==> src/rtl/williams_blt_bus_arbiter.sv <==
// ============================================================================
// williams_blt_bus_arbiter: halts the 6809, then serves blitter accesses to memory
// Revision: 1.0
// ============================================================================
`default_nettype none

module williams_blt_bus_arbiter #(
  parameter int HALT_SETTLE = 2
) (
  input  logic        clk,
  input  logic        rst,
  input  logic        en_e_n_i,
  input  logic        blt_halt_i,
  output logic        blt_halt_ack_o,
  output logic        cpu_halt_o,
  input  logic        cpu_ba_i,
  input  logic        cpu_bs_i,
  output logic        bus_owner_o,
  input  logic        blt_rd_i,
  input  logic        blt_wr_i,
  input  logic [15:0] blt_address_i,
  input  logic [7:0]  blt_wdata_i,
  input  logic [1:0]  blt_nibble_en_i,
  output logic [7:0]  blt_rdata_o,
  output logic        blt_ack_o,
  output logic        mem_req_o,
  output logic        mem_we_o,
  output logic [15:0] mem_addr_o,
  output logic [7:0]  mem_wdata_o,
  output logic [1:0]  mem_wmask_o,
  input  logic [7:0]  mem_rdata_i,
  input  logic        mem_ready_i
);

  localparam logic [2:0] ST_IDLE     = 3'd0;
  localparam logic [2:0] ST_HALT_REQ = 3'd1;
  localparam logic [2:0] ST_GRANTED  = 3'd2;
  localparam logic [2:0] ST_ACCESS   = 3'd3;
  localparam logic [2:0] ST_ACK      = 3'd4;

  localparam logic [3:0] SETTLE_LAST = 4'(HALT_SETTLE - 1);

  logic [2:0]  state_q, state_d;
  logic [3:0]  settle_q, settle_d;
  logic [15:0] addr_q, addr_d;
  logic [7:0]  wdata_q, wdata_d;
  logic [1:0]  wmask_q, wmask_d;
  logic        we_q, we_d;
  logic [7:0]  rdata_q, rdata_d;
  logic        w_cpu_halted;
  logic        w_access;

  assign w_cpu_halted = cpu_ba_i && cpu_bs_i;

  always_ff @(posedge clk) begin
    if (rst) begin
      state_q  <= ST_IDLE;
      settle_q <= 4'd0;
      addr_q   <= 16'd0;
      wdata_q  <= 8'd0;
      wmask_q  <= 2'b00;
      we_q     <= 1'b0;
      rdata_q  <= 8'd0;
    end else begin
      state_q  <= state_d;
      settle_q <= settle_d;
      addr_q   <= addr_d;
      wdata_q  <= wdata_d;
      wmask_q  <= wmask_d;
      we_q     <= we_d;
      rdata_q  <= rdata_d;
    end
  end

  always_comb begin
    state_d  = state_q;
    settle_d = settle_q;
    addr_d   = addr_q;
    wdata_d  = wdata_q;
    wmask_d  = wmask_q;
    we_d     = we_q;
    rdata_d  = rdata_q;
    case (state_q)
      ST_IDLE: begin
        settle_d = 4'd0;
        if (blt_halt_i) begin
          state_d = ST_HALT_REQ;
        end
      end
      ST_HALT_REQ: begin
        if (!blt_halt_i) begin
          state_d  = ST_IDLE;
          settle_d = 4'd0;
        end else if (en_e_n_i) begin
          // Any strobe without BA/BS restarts the settle window.
          if (w_cpu_halted) begin
            settle_d = settle_q + 4'd1;
            if (settle_q == SETTLE_LAST) begin
              state_d = ST_GRANTED;
            end
          end else begin
            settle_d = 4'd0;
          end
        end
      end
      ST_GRANTED: begin
        if (!blt_halt_i) begin
          state_d = ST_IDLE;
        end else if (blt_rd_i) begin
          addr_d  = blt_address_i;
          wmask_d = 2'b00;
          we_d    = 1'b0;
          state_d = ST_ACCESS;
        end else if (blt_wr_i) begin
          if (blt_nibble_en_i == 2'b00) begin
            state_d = ST_ACK;
          end else begin
            addr_d  = blt_address_i;
            wdata_d = blt_wdata_i;
            wmask_d = blt_nibble_en_i;
            we_d    = 1'b1;
            state_d = ST_ACCESS;
          end
        end
      end
      ST_ACCESS: begin
        if (mem_ready_i) begin
          if (!we_q) begin
            rdata_d = mem_rdata_i;
          end
          state_d = ST_ACK;
        end
      end
      ST_ACK: begin
        if (en_e_n_i) begin
          state_d = blt_halt_i ? ST_GRANTED : ST_IDLE;
        end
      end
      default: begin
        state_d = ST_IDLE;
      end
    endcase
  end

  assign w_access = (state_q == ST_ACCESS);

  always_comb begin
    cpu_halt_o     = (state_q != ST_IDLE);
    blt_halt_ack_o = (state_q == ST_GRANTED) || w_access || (state_q == ST_ACK);
    bus_owner_o    = blt_halt_ack_o;
    blt_ack_o      = (state_q == ST_ACK);
    mem_req_o      = w_access;
    mem_we_o       = w_access && we_q;
    mem_addr_o     = w_access ? addr_q  : 16'd0;
    mem_wdata_o    = w_access ? wdata_q : 8'd0;
    mem_wmask_o    = w_access ? wmask_q : 2'b00;
    blt_rdata_o    = rdata_q;
  end

endmodule

`default_nettype wire

==> config.mk <==
export PLATFORM = sky130hd
export DESIGN_NAME = williams_blt_bus_arbiter
export DESIGN_NICKNAME = d
export VERILOG_FILES = /design/src/rtl/williams_blt_bus_arbiter.sv
export SDC_FILE = /design/constraint.sdc
export NUM_CORES = 1
export LEC_CHECK = 0
export ABC_CLOCK_PERIOD_IN_PS = 1400
export CORE_MARGIN = 10
export CORE_UTILIZATION = 38
export CTS_CLUSTER_DIAMETER = 40
export DETAILED_ROUTE_END_ITERATION = 12
export PLACE_DENSITY = 0.88
export SLEW_MARGIN = 25
export SYNTH_ARGS = -nofsm -noshare
export SYNTH_HDL_FRONTEND = slang
export SYNTH_SLANG_ARGS = --single-unit
==> constraint.sdc <==
create_clock -name clk -period 1.4 [get_ports clk]
set_clock_uncertainty 0.1 [all_clocks]
set_input_delay 0.28 -clock clk [delete_from_list [all_inputs] [get_ports clk]]
set_output_delay 0.28 -clock clk [all_outputs]
set_load 0.02 [all_outputs]
==> impl_metrics.tcl, run 1 <==
set metrics [dict create \
    arrival_ns 1.93 \
    viasPerCell 4.94 \
    p_seq_frac 0.467 \
    tightest_slew_ns 0.466 \
    antenna_found_initial 0 \
    setup_ws_ns -0.437 \
    p_clk_frac 0.350 \
    yosysTopAreaCellShare 0.432 \
    detail-route-antenna-nets 0 \
    period_share 1.31 \
    power.leakage_nw 1.58 \
    hold_viol_final 0 \
    synth-seq-area-share 0.432 \
    yosys_warnings 0 \
    violations "negative setup slack" \
    hp-class "input pin to flip-flop" \
    synthCells 209 \
    grt_pass1_wl_mm 10.8 \
    rows 26 \
    synth_cell_types 39 \
    place_congestion 0.845 \
    htree_levels 2 \
    min_from "blt_nibble_en_i[0]" \
    clkSinkCount 42 \
    grt_usage 0.155 \
    drive_above_1_share 0.419 \
    holdPathStages 3 \
    clockBufferDepth 2 \
    crit_path_max_fanout 3 \
    async_reset_ff_frac 0 \
    syn_avg_cell_area_um2 9.32 \
    cts_buffers 5 \
    io_buffers 82 \
    startpoint_type "flip-flop" \
    first_pass_iters 4 \
    wirelength_mm 6.52 \
    synth_edf_count 0 \
    setup_viol 72 \
    fmax_ghz 0.544 \
    clkSlewWorstSetupHoldPaths_ns 0.08 \
    rsz0062_at_grt "true" \
    start_util 0.386 \
    synth_area_leaders "dfxtp_1 43%, mux2i_1 16%, and2_1 8.7%" \
    internal-power_mw 1.99 \
    layout_common_cells "41 x nor2_1, 39 x dfxtp_1, 38 x clkdlybuf4s50_1, 38 x buf_6, 28 x mux2i_1" \
    synth_flop_cell "dfxtp_1" \
    fin_cells 390 \
    dieArea_um2 8390 \
    layout_commonest_cell "nor2_1" \
    postCtsHoldBufs 0 \
    placeableCoreArea_um2 5040 \
    reg2reg_depth 6 \
    dr_total_vias 1926 \
    nets 364 \
    syn-cell-area_um2 1950 \
    switching_power_mw 0.627 \
    synth_top_area_cell "dfxtp_1" \
    status "finished with violations" \
    crit_type "flip-flop to flip-flop" \
    io_pins 83 \
    overflow 0 \
    post-route-drc-count 0 \
    crit_required_ns 1.50 \
    dp.final_hpwl_mm 4.27 \
    relSlewSlack 0.690 \
    fin_setup_tns_ns -19.55 \
    slew_violations 0 \
    p_comb_frac 0.183 \
    cts_tree "yes" \
    diodes 0 \
    wire_per_inst_um 16.7 \
    grt_max_degree 20 \
    r2r-end "state_q[1]" \
    grt_pass1_vias 2189 \
    cap_violations 0 \
    hold_end "wmask_q[0]" \
    period_minus_slack_ns 1.84 \
    r2r_setup_slack_ns -0.44 \
    die_w_um 91.6 \
    crit_path_end_kind "flip-flop" \
    ir_worst_vdd_mv 0.575 \
    area_delta_synth_final_pct 85.4 \
    drt_iter0_drc 73 \
    synth_fp_nets 254 \
    p_sw_frac 0.240 \
    power_density_nw_per_um2 724 \
    dp_cells 371 \
    rr_startpoint "state_q[1]" \
    cts_root_buf "clkbuf_8" \
    clock_latency_ns 0.29 \
    synth_seq_cells 42 \
    die_h_um 91.6 \
]
## state kept, by name (all words and copies together) (netlist names)
name         count
addr_q          16
blt_rdata_o      8
settle_q         4
state_q          3
wdata_q          8
we_q             1
wmask_q          2
## metrics by stage
step	util	setup slack (ns)	hold slack, ns	cell area, um^2	total power, mW
2_1_floorplan	-	-0.160	0.324	2060	1.40
3_3_place_gp	0.609	-0.570	0.365	3070	1.60
3_5_place_dp	0.609	-0.621	0.381	3070	1.61
4_1_cts	0.701	-0.374	0.402	3530	2.60
5_1_grt	0.716	-0.493	0.342	3610	2.72
6_report	0.716	-0.437	0.338	3610	2.61
## timing repair
action / in CTS / in global routing
cloned: 4 / 0
pin swaps: 42 / 6
gates resized for setup: 249 / 16
endpoints found under the setup margin: 82 / 75
buffers inserted: 8 / 0
## power by group through the flow
stage | clock network (mW) | registers, mW | logic, mW
3_5_place_dp | 0 | 1.25 | 0.364
4_1_cts | 0.932 | 1.22 | 0.451
2_1_floorplan | 0 | 1.25 | 0.147
5_1_grt | 0.983 | 1.22 | 0.510
3_3_place_gp | 0 | 1.24 | 0.358
6_report | 0.915 | 1.22 | 0.477
## layout make-up
class	count	area, um^2
repair buffers	118	1290
inverters	2	7.51
multi-input cells	150	1270
well taps	70	87.6
flip-flops and latches	42	845
clock buffers	8	110
fillers	357	1430
## cell usage after synthesis (2+ instances only)
cell type,instances
clkbuf_1,7
nor2_1,43
buf_2,2
nor2b_1,2
a22oi_1,2
a21o_1,2
mux2i_1,32
nand2b_1,2
dfxtp_1,42
a21oi_1,2
and3b_1,2
buf_4,5
ha_1,2
o21ai_0,4
o211ai_1,2
nor3_1,4
nand4bb_1,2
xor2_1,2
and2_1,27
inv_1,2
a211oi_1,2
or4b_1,2
## routing by layer
metal / GRT usage / up-vias / routed length, um
li1: - / 932 / -
met1: 0.160 / 928 / 2460
met2: 0.282 / 54 / 3500
met3: 0.0626 / 12 / 470
met4: 0.0418 / 0 / 98
met5: 0 / - / 0
## how the worst max path moves through the flow
stage	end	from
after floorplan	mem_addr_o[14]	state_q[2]
after global placement	state_q[1]	blt_halt_i
after detailed placement	wdata_q[3]	blt_halt_i
after CTS	state_q[1]	state_q[1]
after global routing	state_q[1]	state_q[1]
final	state_q[1]	state_q[1]
## critical path, stage by stage (launching register included)
cell,delay (ns)
dfxtp_2,0.33
and3b_2,0.23
buf_6,0.14
buf_6,0.11
nor2b_4,0.12
or4b_4,0.48
o31ai_2,0.22
## cell families after synthesis
family | after synthesis | share of synthesized area
DFF | 42 | 0.432
buffers and inverters | 17 | 0.0475
AOI/OAI and AO/OA | 21 | 0.0771
muxes | 32 | 0.164
and+or+nand+nor | 92 | 0.253
adders and majority gates | 2 | 0.0128
xor gates and xnor gates | 3 | 0.0135
Note: power is estimated with default switching activity, not from simulation.
==> run 2: changes to the inputs <==
- ABC_CLOCK_PERIOD_IN_PS: 1400 -> unset
==> results of run 2 <==
Same layout as run 1: the final DEF is identical, and so are final timing and power.
==> run 3: changes to the inputs <==
- CELL_PAD_IN_SITES_DETAIL_PLACEMENT: unset -> 1
- CELL_PAD_IN_SITES_GLOBAL_PLACEMENT: unset -> 1
- CORE_ASPECT_RATIO: unset -> 0.6
- CORE_UTILIZATION: 38 -> 28
- PLACE_DENSITY: 0.88 -> 0.89
==> impl_metrics.tcl, run 3 (synthesized netlist as in run 1, its figures left out) <==
set metrics [dict create \
    status "finished with violations" \
    violations "negative setup slack" \
    grt_usage 0.139 \
    worst-path-buf-inv 1 \
    clock_latency_ns 0.28 \
    cts_root_buf "clkbuf_16" \
    io_buffers 82 \
    diodes 0 \
    crit_path_end_kind "flip-flop" \
    drt_iter0_drc 58 \
    io_pins 83 \
    rr_startpoint "state_q[2]" \
    antenna_found_initial 0 \
    setup_viol 74 \
    layout_commonest_cell "buf_6" \
    crit_end "state_q[1]" \
    r2r-end "state_q[1]" \
    cts_tree "yes" \
    post-route-drc-count 0 \
    crit_chain "and3b_2, buf_6, nor2b_4, or4b_4, o31ai_4" \
    largest_reg_flops 16 \
    fmax_ghz 0.557 \
    worst-path-stages 5 \
    power_density_nw_per_um2 833 \
    dp_cells 392 \
    placeableCoreArea_um2 6710 \
    crit_family "simple AND/OR/NAND/NOR gates" \
    crit_path_top_delay_cell "or4b_4" \
    tightest_slew_ns 0.404 \
    arrival_ns 1.89 \
    viasPerCell 4.94 \
    dr_total_vias 2004 \
    slew_violations 0 \
    area_delta_synth_final_pct 87.0 \
    wirelength_mm 8.01 \
    dieArea_um2 10800 \
    relSlewSlack 0.729 \
    detail-route-antenna-nets 0 \
    hp-class "input pin to flip-flop" \
    cap_violations 0 \
    grt_max_degree 24 \
    period_share 1.28 \
    grt_pass1_vias 2231 \
    clkSinkCount 42 \
    max_stage_delay_ns 0.51 \
    period_minus_slack_ns 1.80 \
    regMostFlops "addr_q" \
    htree_levels 2 \
    r2r_setup_slack_ns -0.40 \
    fillers 717 \
    nets 363 \
    grt_pass1_wl_mm 12.0 \
    clkSlewWorstSetupHoldPaths_ns 0.06 \
    die_h_um 84.6 \
    setup_ws_ns -0.396 \
    start_util 0.291 \
    hold_viol_final 0 \
    reg2reg_depth 5 \
    startpoint_type "flip-flop" \
    fin_cells 406 \
    power.leakage_nw 1.58 \
    layout_common_cells "40 x buf_6, 39 x nor2_1, 39 x dfxtp_1" \
    place_congestion 0.801 \
    overflow 0 \
    crit_required_ns 1.49 \
    dp.final_hpwl_mm 5.55 \
    rows 23 \
    die_w_um 128 \
    rsz0062_at_grt "true" \
    fin_worst_hold_slack_ns 0.291 \
    first_pass_iters 4 \
    wire_per_inst_um 19.7 \
    startpoint "state_q[2]" \
    ir_worst_vdd_mv 0.501 \
    crit_type "flip-flop to flip-flop" \
    postCtsHoldBufs 0 \
    clockBufferDepth 2 \
    drive_above_1_share 0.420 \
    crit_path_max_fanout 7 \
    cts_buffers 5 \
]
==> run 3: worst min-delay path by stage <==
stage,start,endpoint,slack [ns],cells after the start
final,en_e_n_i,state_q[2],0.29,3
after detailed placement,addr_q[15],addr_q[15],0.38,2
after global placement,wdata_q[7],wdata_q[7],0.36,2
after CTS,blt_rdata_o[3],blt_rdata_o[3],0.39,2
after floorplan,blt_address_i[0],addr_q[0],0.32,2
after global routing,en_e_n_i,state_q[2],0.30,3
==> run 3: what timing repair did <==
| action | 4_1_cts | 5_1_grt |
|---|---|---|
| gates resized for setup | 236 | 41 |
| pin swaps | 6 | 14 |
| setup buffers | 1 | 2 |
| endpoints found under the setup margin | 82 | 75 |
| cloned | 1 | 2 |
==> run 3: per-layer routing <==
layer,vias to the layer above,global-route usage,share of wire
met5,-,0,0
met4,0,0.0468,0.025
met3,19,0.0559,0.082
met2,74,0.238,0.48
met1,978,0.152,0.41
li1,933,-,-
==> run 3: report_power, final <==
| part | total [mW] | internal [mW] | switching, mW |
|---|---|---|---|
| combinational | 0.486 | 0.272 | 0.214 |
| sequential | 1.22 | 1.21 | 0.0117 |
| clock | 1.32 | 0.842 | 0.483 |
| total | 3.04 | 2.33 | 0.708 |
==> run 3: cell type report <==
class,instances,area (um^2),share of cell area
multi-input combinational,150,1270,0.349
timing repair buffer,117,1240,0.342
sequential,42,845,0.232
clock buffer,6,129,0.0354
tap,87,109,0.0299
clock inverter,2,37.5,0.0103
inverter,2,7.51,0.00206
==> run 3: worst register-to-register path: cells and delay by family, from the launching register on <==
family / cells / cell delay, ns
compound gates: 1 / 0.19
buf+inv: 1 / 0.16
flops: 1 / 0.34
simple gates: 3 / 0.92
==> run 3: stage by stage <==
step	setup slack [ns]	area, um^2	utilization	setup TNS [ns]	power, mW
after global routing	-0.436	3640	0.543	-23.26	3.15
after floorplan	-0.160	2060	-	-4.51	1.40
final	-0.396	3640	0.543	-18.67	3.04
after detailed placement	-0.690	3110	0.464	-37.63	1.63
after CTS	-0.389	3440	0.514	-16.44	3.00
after global placement	-0.605	3110	0.464	-33.22	1.62
